### src/rtl/pixel_plane_shifter.sv
// Multi-plane pixel shifter: PLANES parallel WIDTH-bit shift registers sharing one mode select,
// with serial fill, clock enable, a remaining-bits counter and a one-cycle reload request.

module pixel_plane_lane #(
  parameter int WIDTH    = 8,
  parameter bit LOAD_REV = 1'b1
) (
  input  logic             clk,
  input  logic             reset,
  input  logic             do_load,
  input  logic             do_shr,
  input  logic             do_shl,
  input  logic [WIDTH-1:0] din,
  input  logic             sin,
  output logic [WIDTH-1:0] q
);
  logic [WIDTH-1:0] ld_val, shr_val, shl_val;

  // Reversed load puts DIN bit 0 at the left end, as the legacy shifter did.
  always_comb begin
    ld_val = din;
    if (LOAD_REV)
      for (int i = 0; i < WIDTH; i++) ld_val[i] = din[WIDTH-1-i];
  end

  generate
    if (WIDTH == 1) begin : g_w1
      assign shr_val = sin;
      assign shl_val = sin;
    end else begin : g_wn
      assign shr_val = {sin, q[WIDTH-1:1]};
      assign shl_val = {q[WIDTH-2:0], sin};
    end
  endgenerate

  always_ff @(posedge clk) begin
    if (reset)        q <= '0;
    else if (do_load) q <= ld_val;
    else if (do_shr)  q <= shr_val;
    else if (do_shl)  q <= shl_val;
  end
endmodule

module pixel_plane_shifter #(
  parameter int WIDTH    = 8,
  parameter int PLANES   = 4,
  parameter bit LOAD_REV = 1'b1,
  parameter int CW       = $clog2(WIDTH+1)
) (
  input  logic                    clk,
  input  logic                    reset,
  input  logic                    ce,
  input  logic [1:0]              sel,
  input  logic [PLANES*WIDTH-1:0] din,
  input  logic [PLANES-1:0]       sin,
  output logic [PLANES*WIDTH-1:0] dout,
  output logic [PLANES-1:0]       pix_r,
  output logic [PLANES-1:0]       pix_l,
  output logic [CW-1:0]           cnt,
  output logic                    empty,
  output logic                    load_req
);
  localparam logic [CW-1:0] FULL = CW'(WIDTH);
  localparam logic [CW-1:0] ONE  = CW'(1);

  logic [PLANES-1:0][WIDTH-1:0] din_a, q_a;
  logic do_load, do_shr, do_shl, do_shift;

  assign din_a = din;
  assign dout  = q_a;

  always_comb begin
    do_load = 1'b0;
    do_shr  = 1'b0;
    do_shl  = 1'b0;
    if (ce) begin
      unique case (sel)
        2'b00:   do_load = 1'b1;
        2'b01:   do_shr  = 1'b1;
        2'b10:   do_shl  = 1'b1;
        default: ;
      endcase
    end
  end

  assign do_shift = do_shr | do_shl;

  genvar p;
  generate
    for (p = 0; p < PLANES; p++) begin : g_lane
      pixel_plane_lane #(
        .WIDTH    (WIDTH),
        .LOAD_REV (LOAD_REV)
      ) u_lane (
        .clk     (clk),
        .reset   (reset),
        .do_load (do_load),
        .do_shr  (do_shr),
        .do_shl  (do_shl),
        .din     (din_a[p]),
        .sin     (sin[p]),
        .q       (q_a[p])
      );
      assign pix_r[p] = q_a[p][0];
      assign pix_l[p] = q_a[p][WIDTH-1];
    end
  endgenerate

  // Counter saturates at 0; load_req fires only on the 1->0 transition, never while disabled.
  always_ff @(posedge clk) begin
    if (reset) begin
      cnt      <= '0;
      load_req <= 1'b0;
    end else begin
      load_req <= do_shift && (cnt == ONE);
      if (do_load)                   cnt <= FULL;
      else if (do_shift && cnt != '0) cnt <= cnt - ONE;
    end
  end

  assign empty = (cnt == '0);
endmodule

### config.mk
export PLATFORM = sky130hd
export DESIGN_NAME = pixel_plane_shifter
export DESIGN_NICKNAME = d
export VERILOG_FILES = /design/src/rtl/pixel_plane_shifter.sv
export SDC_FILE = /design/constraint.sdc
export NUM_CORES = 1
export LEC_CHECK = 0
export ABC_AREA = 1
export ABC_CLOCK_PERIOD_IN_PS = 1340
export CAP_MARGIN = 20
export CORE_MARGIN = 1
export CORE_UTILIZATION = 42
export DETAILED_ROUTE_END_ITERATION = 8
export PLACE_DENSITY = 0.88
export SLEW_MARGIN = 10
export SYNTH_ARGS = -nofsm -noshare
export SYNTH_HDL_FRONTEND = slang
export SYNTH_SLANG_ARGS = --single-unit
### constraint.sdc
create_clock -name clk -period 1.34 [get_ports clk]
set_input_delay 0.268 -clock clk [delete_from_list [all_inputs] [get_ports clk]]
set_output_delay 0.268 -clock clk [all_outputs]
set_load 0.05 [all_outputs]
# After elaboration in Yosys (flattened, before gate mapping)
# Index checks and enable logic that the tools add are counted.
# word_totals
elab_cells,40
mem_bits_rw,0
reg_bits,37
memories,0
rom_bits,0
input_bits,41
latch_bits,0
# classes
div_mod_pow,0
shift,0
mul,0
n_mux,20
eq_ne,3
bitwise,1
n_reduce_logical,8
magnitude_cmp,0
add_sub_neg,1
# op_table
op,count
two-way mux 8 bit,12
two-way mux 4 bit,2
two-way mux 1 bit,6
"== test 4 x 1 -> 1 bit, second input constant",1
zero test 4 bit,1
nonzero test 4 bit,1
"subtractor 4 x 1 -> 4 bit, second input constant",1
nonzero test 3 bit,1
"== test 2 x 1 -> 1 bit, second input constant",1
"== test 2 bit, second input constant",1
logical AND 1 bit,2
zero test 2 bit,1
nonzero test 2 bit,1
OR reduction 2 bit,1
OR 1 bit,1

# Longest topological paths before layout
# depth
depth_word,7
ltp_mapped,8

# Hierarchy
# A second synthesis with hierarchy kept.
# hier_totals
cells_unflattened,446
area_unflattened_um2,3001.6
# by_module_without_submodules
mod,area_per_inst_um2,n_inst,cells_per_inst
pixel_plane_lane,661.9,4,98
pixel_plane_shifter,354.1,1,54

# Worst setup path after synthesis
# No wires, ideal clock.
# synth_path
kind,register to output
start,register cnt[0]
end,output port empty
arrival_time_ns,1.348
t_required_ns,1.072
path_stages_with_launch,5
setup_slack_ns,-0.276
n_path_buf,0
path_cell_list,dfxtp_1 -> inv_1 -> ha_1 -> nand2_1 -> inv_1
# synth_via
elab_chain_cells,1
# synth_lines
item,line_no,source
from (decl),59,"output logic [CW-1:0] cnt,"
from (signal assigned),117,else if (do_shift && cnt != '0) cnt <= cnt - ONE;
zero test 4 bit,121,assign empty = (cnt == '0);
to (decl),60,"output logic empty,"
# No other way between the ends.

# Worst setup path in the final report
# Ends and elaborated chain as after synthesis.

==> impl_metrics.env <==
export IMPL_run_status="finished with violations"
export IMPL_violated_checks="negative setup slack"
export IMPL_post_cts_hold_buffer_count=0
export IMPL_initial_core_utilization_pct=45.31
export IMPL_worst_clock_skew_ns=0.007536
export IMPL_worst_r2r_endpoint="cnt[0]$_SDFFE_PP0P_"
export IMPL_cts_buffers=5
export IMPL_relSlewSlack_pct=77.02
export IMPL_rsz_0062_raised_after_global_routing="yes"
export IMPL_dp_hpwl_um=4782
export IMPL_clk_transition_reported_paths_ns=0.08
export IMPL_cts_htree_levels=2
export IMPL_share_comb_of_total_power_pct=40.9
export IMPL_worstRegToRegCells=8
export IMPL_met2RoutedLength_um=3705
export IMPL_p_switching_uw=1325
export IMPL_drt_iter0_drc=237
export IMPL_via_count_of_the_first_global_routing_pass=2458
export IMPL_fill_cell_total_of_the_finished_layout=230
export IMPL_netSwitchingFraction_pct=36.36
export IMPL_chipHeight_um=71.71
export IMPL_start_kind="flip-flop"
export IMPL_dieWidth_um=71.71
export IMPL_seq_area_um2=750.7
export IMPL_report_final_slew_viol_count=0
export IMPL_top_layer="met4"
export IMPL_number_of_flip_flops_and_latches_in_the_synthesized_netlist=37
export IMPL_min_path_type="input port to flip-flop"
export IMPL_critPathArrivalTime_ns=1.18
export IMPL_critPathSlowestCell="sky130_fd_sc_hd__dfxtp_4"
export IMPL_viasPerCell=5.520
export IMPL_rows=24
export IMPL_cellPowerDensity_mw_per_mm2=986.6
export IMPL_overall_via_count_from_detail_route=2567
export IMPL_setup_violations_final=1
export IMPL_timing_critical_path_depth=5
export IMPL_final_net_count=456
export IMPL_design_die_area_mm2=0.005142
export IMPL_antenna_cells=0
export IMPL_critical_path_endpoint="empty"
export IMPL_cts_tree="yes"
export IMPL_critPathKind="flip-flop to primary output"
export IMPL_met3_length_um=597
export IMPL_latest_clock_arrival_within_the_worst_skew_pair_ns=0.30
export IMPL_post_route_drc_count=0
export IMPL_grt_overflow_total=0
export IMPL_final_common_cell="sky130_fd_sc_hd__nand2_1"
export IMPL_r2r_slack_ns=0.06
export IMPL_drv_max_cap_violation_count=0
export IMPL_yosys_warnings=0
export IMPL_placed_area_mm2=0.003473
export IMPL_wl_per_cell_um=15.49
export IMPL_cts_max_path_buffers=2
export IMPL_timing_critical_path_from="cnt[0]$_SDFFE_PP0P_"
export IMPL_grt_util_all_layers_pct=29.45
export IMPL_power_ir_vdd_worst_uv=530.6
export IMPL_gp_routability_congestion=0.8498
export IMPL_syn_nets=366
export IMPL_mostFrequentLayoutCells="86 x sky130_fd_sc_hd__nand2_1, 50 x sky130_fd_sc_hd__buf_12, 48 x sky130_fd_sc_hd__nor2_1"
export IMPL_portion_of_the_post_synthesis_area_used_by_sequential_elements_pct=36.30
export IMPL_critical_path_buf_inv_count=3
export IMPL_internal_power_uw=2318
export IMPL_design_portCount=87
export IMPL_timing_critical_path_cells="inv_4, ha_4, nand2_4, clkinvlp_4, buf_12"
export IMPL_netlist_instances=323
export IMPL_synth_area_mm2=0.002041
export IMPL_drt_pass1_iterations=7
export IMPL_totalWireLength_um=7205
export IMPL_multi_input_comb_area_mm2=0.001090
export IMPL_area_growth_from_synthesis_to_layout_pct=80.93
export IMPL_placed_cells_incl_taps=451
export IMPL_core_area_mm2=0.004504
export IMPL_buffer_ports_inserted=86
export IMPL_cp_max_fo=2
export IMPL_fin_area_mm2=0.003692
export IMPL_global_route_wire_length_before_repair_um=11650
export IMPL_cpLargestDelayFamily="flip-flops"
export IMPL_syn_area_per_cell_um2=6.318
export IMPL_setup_slack_ns=-0.1065
export IMPL_minimum_clock_period_ns=1.446
export IMPL_p_leak_uw=0.001575
export IMPL_grt_antenna_before_repair=0
export IMPL_share_seq_of_total_power_pct=36.7
export IMPL_max_slew_worst_pin_slew_ns=0.3443
export IMPL_layout_cells_non_filler=465
export IMPL_drive_gt1_share_pct=23.49
export IMPL_synth_cell_types=22
export IMPL_count_of_final_hold_check_violations=0
export IMPL_timing_critical_path_slowest_cell_delay_ns=0.37
export IMPL_drt_antenna_violating_nets=0
export IMPL_final_min_period_over_clock_period_pct=107.9
export IMPL_crit_reg2reg_launch="cnt[0]$_SDFFE_PP0P_"
export IMPL_grt_start_max_net_pins=34
export IMPL_drt_met1_wl_um=2692
export IMPL_cp_required_ns=1.07
export IMPL_power_clock_fraction_pct=22.4
export IMPL_clock_sinks=37
export IMPL_max_freq_mhz=691.3
export IMPL_critical_path_sink_type="primary output"
export IMPL_clock_tree_root_cell="sky130_fd_sc_hd__clkbuf_8"
==> registers in the layout (all words and copies together), names as in the netlist <==
name	flops
cnt	4
g_lane.u_lane.q	32
load_req	1
==> cells by family (layout without fill, tap and decap cells) <==
family | Yosys count | after routing | synth area share (%)
xor+xnor | 1 | 1 | 0.4293
simple gates | 160 | 160 | 31.76
compound gates | 65 | 65 | 17.41
flops | 37 | 37 | 36.30
buf+inv | 58 | 148 | 12.87
fa+ha+maj | 2 | 2 | 1.226
==> worst min-delay path: cells and delay by family <==
family                 cells  cell delay (ns)
AND/OR/NAND/NOR            1             0.06
AO/OA/AOI/OAI              1             0.07
buffers and inverters      1             0.39
==> cells in the mapped netlist (all sizes together) <==
cell	instances	area, um2
a211oi	8	60.06
a21oi	4	20.02
a31oi	8	50.05
buf	18	108.9
clkbuf	8	33.78
dfxtp	37	740.7
ha	2	25.02
inv	32	120.1
nand2	90	345.3
nand3	18	95.09
nand4	1	6.260
nor2	50	195.2
o21ai	45	225.2
or2	1	6.260
xor2	1	8.760
==> worst min path at each step <==
stage	start	endpoint	slack, ns	depth (start not counted)
2_1_floorplan	reset	g_lane[0].u_lane.q[1]$_SDFFE_PP0P_	0.34	1
3_3_place_gp	cnt[1]$_SDFFE_PP0P_	cnt[1]$_SDFFE_PP0P_	0.49	2
3_5_place_dp	cnt[1]$_SDFFE_PP0P_	cnt[1]$_SDFFE_PP0P_	0.50	2
4_1_cts	g_lane[0].u_lane.q[1]$_SDFFE_PP0P_	g_lane[0].u_lane.q[1]$_SDFFE_PP0P_	0.53	2
5_1_grt	din[17]	g_lane[2].u_lane.q[6]$_SDFFE_PP0P_	0.56	3
6_report	din[28]	g_lane[3].u_lane.q[3]$_SDFFE_PP0P_	0.54	3
==> layer usage <==
metal,track usage [%],vias to the layer above
li1,-,1201
met1,32.58,1169
met2,52.62,174
met3,7.454,23
met4,13.94,0
met5,0,-
==> power by group through the flow <==
stage | sequential [uW] | combinational (uW) | clock [uW]
detailed placement | 1350 | 1400 | 0
finish | 1340 | 1490 | 816
CTS | 1330 | 1470 | 816
floorplan | 1570 | 442 | 0
global route | 1350 | 1570 | 869
global placement | 1350 | 1370 | 0
==> per-stage QoR <==
stage               power [uW]  hold WS (ns)  util (%)   TNS, ns  setup slack [ns]
floorplan                 2016        0.3371         -         0           0.01444
global placement          2722        0.4935     77.11    -8.938           -0.3041
detailed placement        2754        0.5036     77.11    -11.97           -0.3849
CTS                       3619        0.5277     81.86  -0.09486          -0.09486
global route              3782        0.5576     81.97   -0.1366           -0.1366
finish                    3643        0.5373     81.97   -0.1065           -0.1065
==> timing repair <==
item,CTS,global route
gates cloned,1,0
pin swaps,1,0
setup buffers,6,0
resized for setup,19,1
setup endpoints to repair,34,3
==> cell type report <==
cell class                 count  share of cell area, %
inverter                      32                  3.558
clock buffer                   7                  2.338
sequential                    37                  20.33
tap                           52                  1.762
timing repair buffer         109                  42.49
multi-input combinational    228                  29.52
Power figures use the tool's default switching activity.
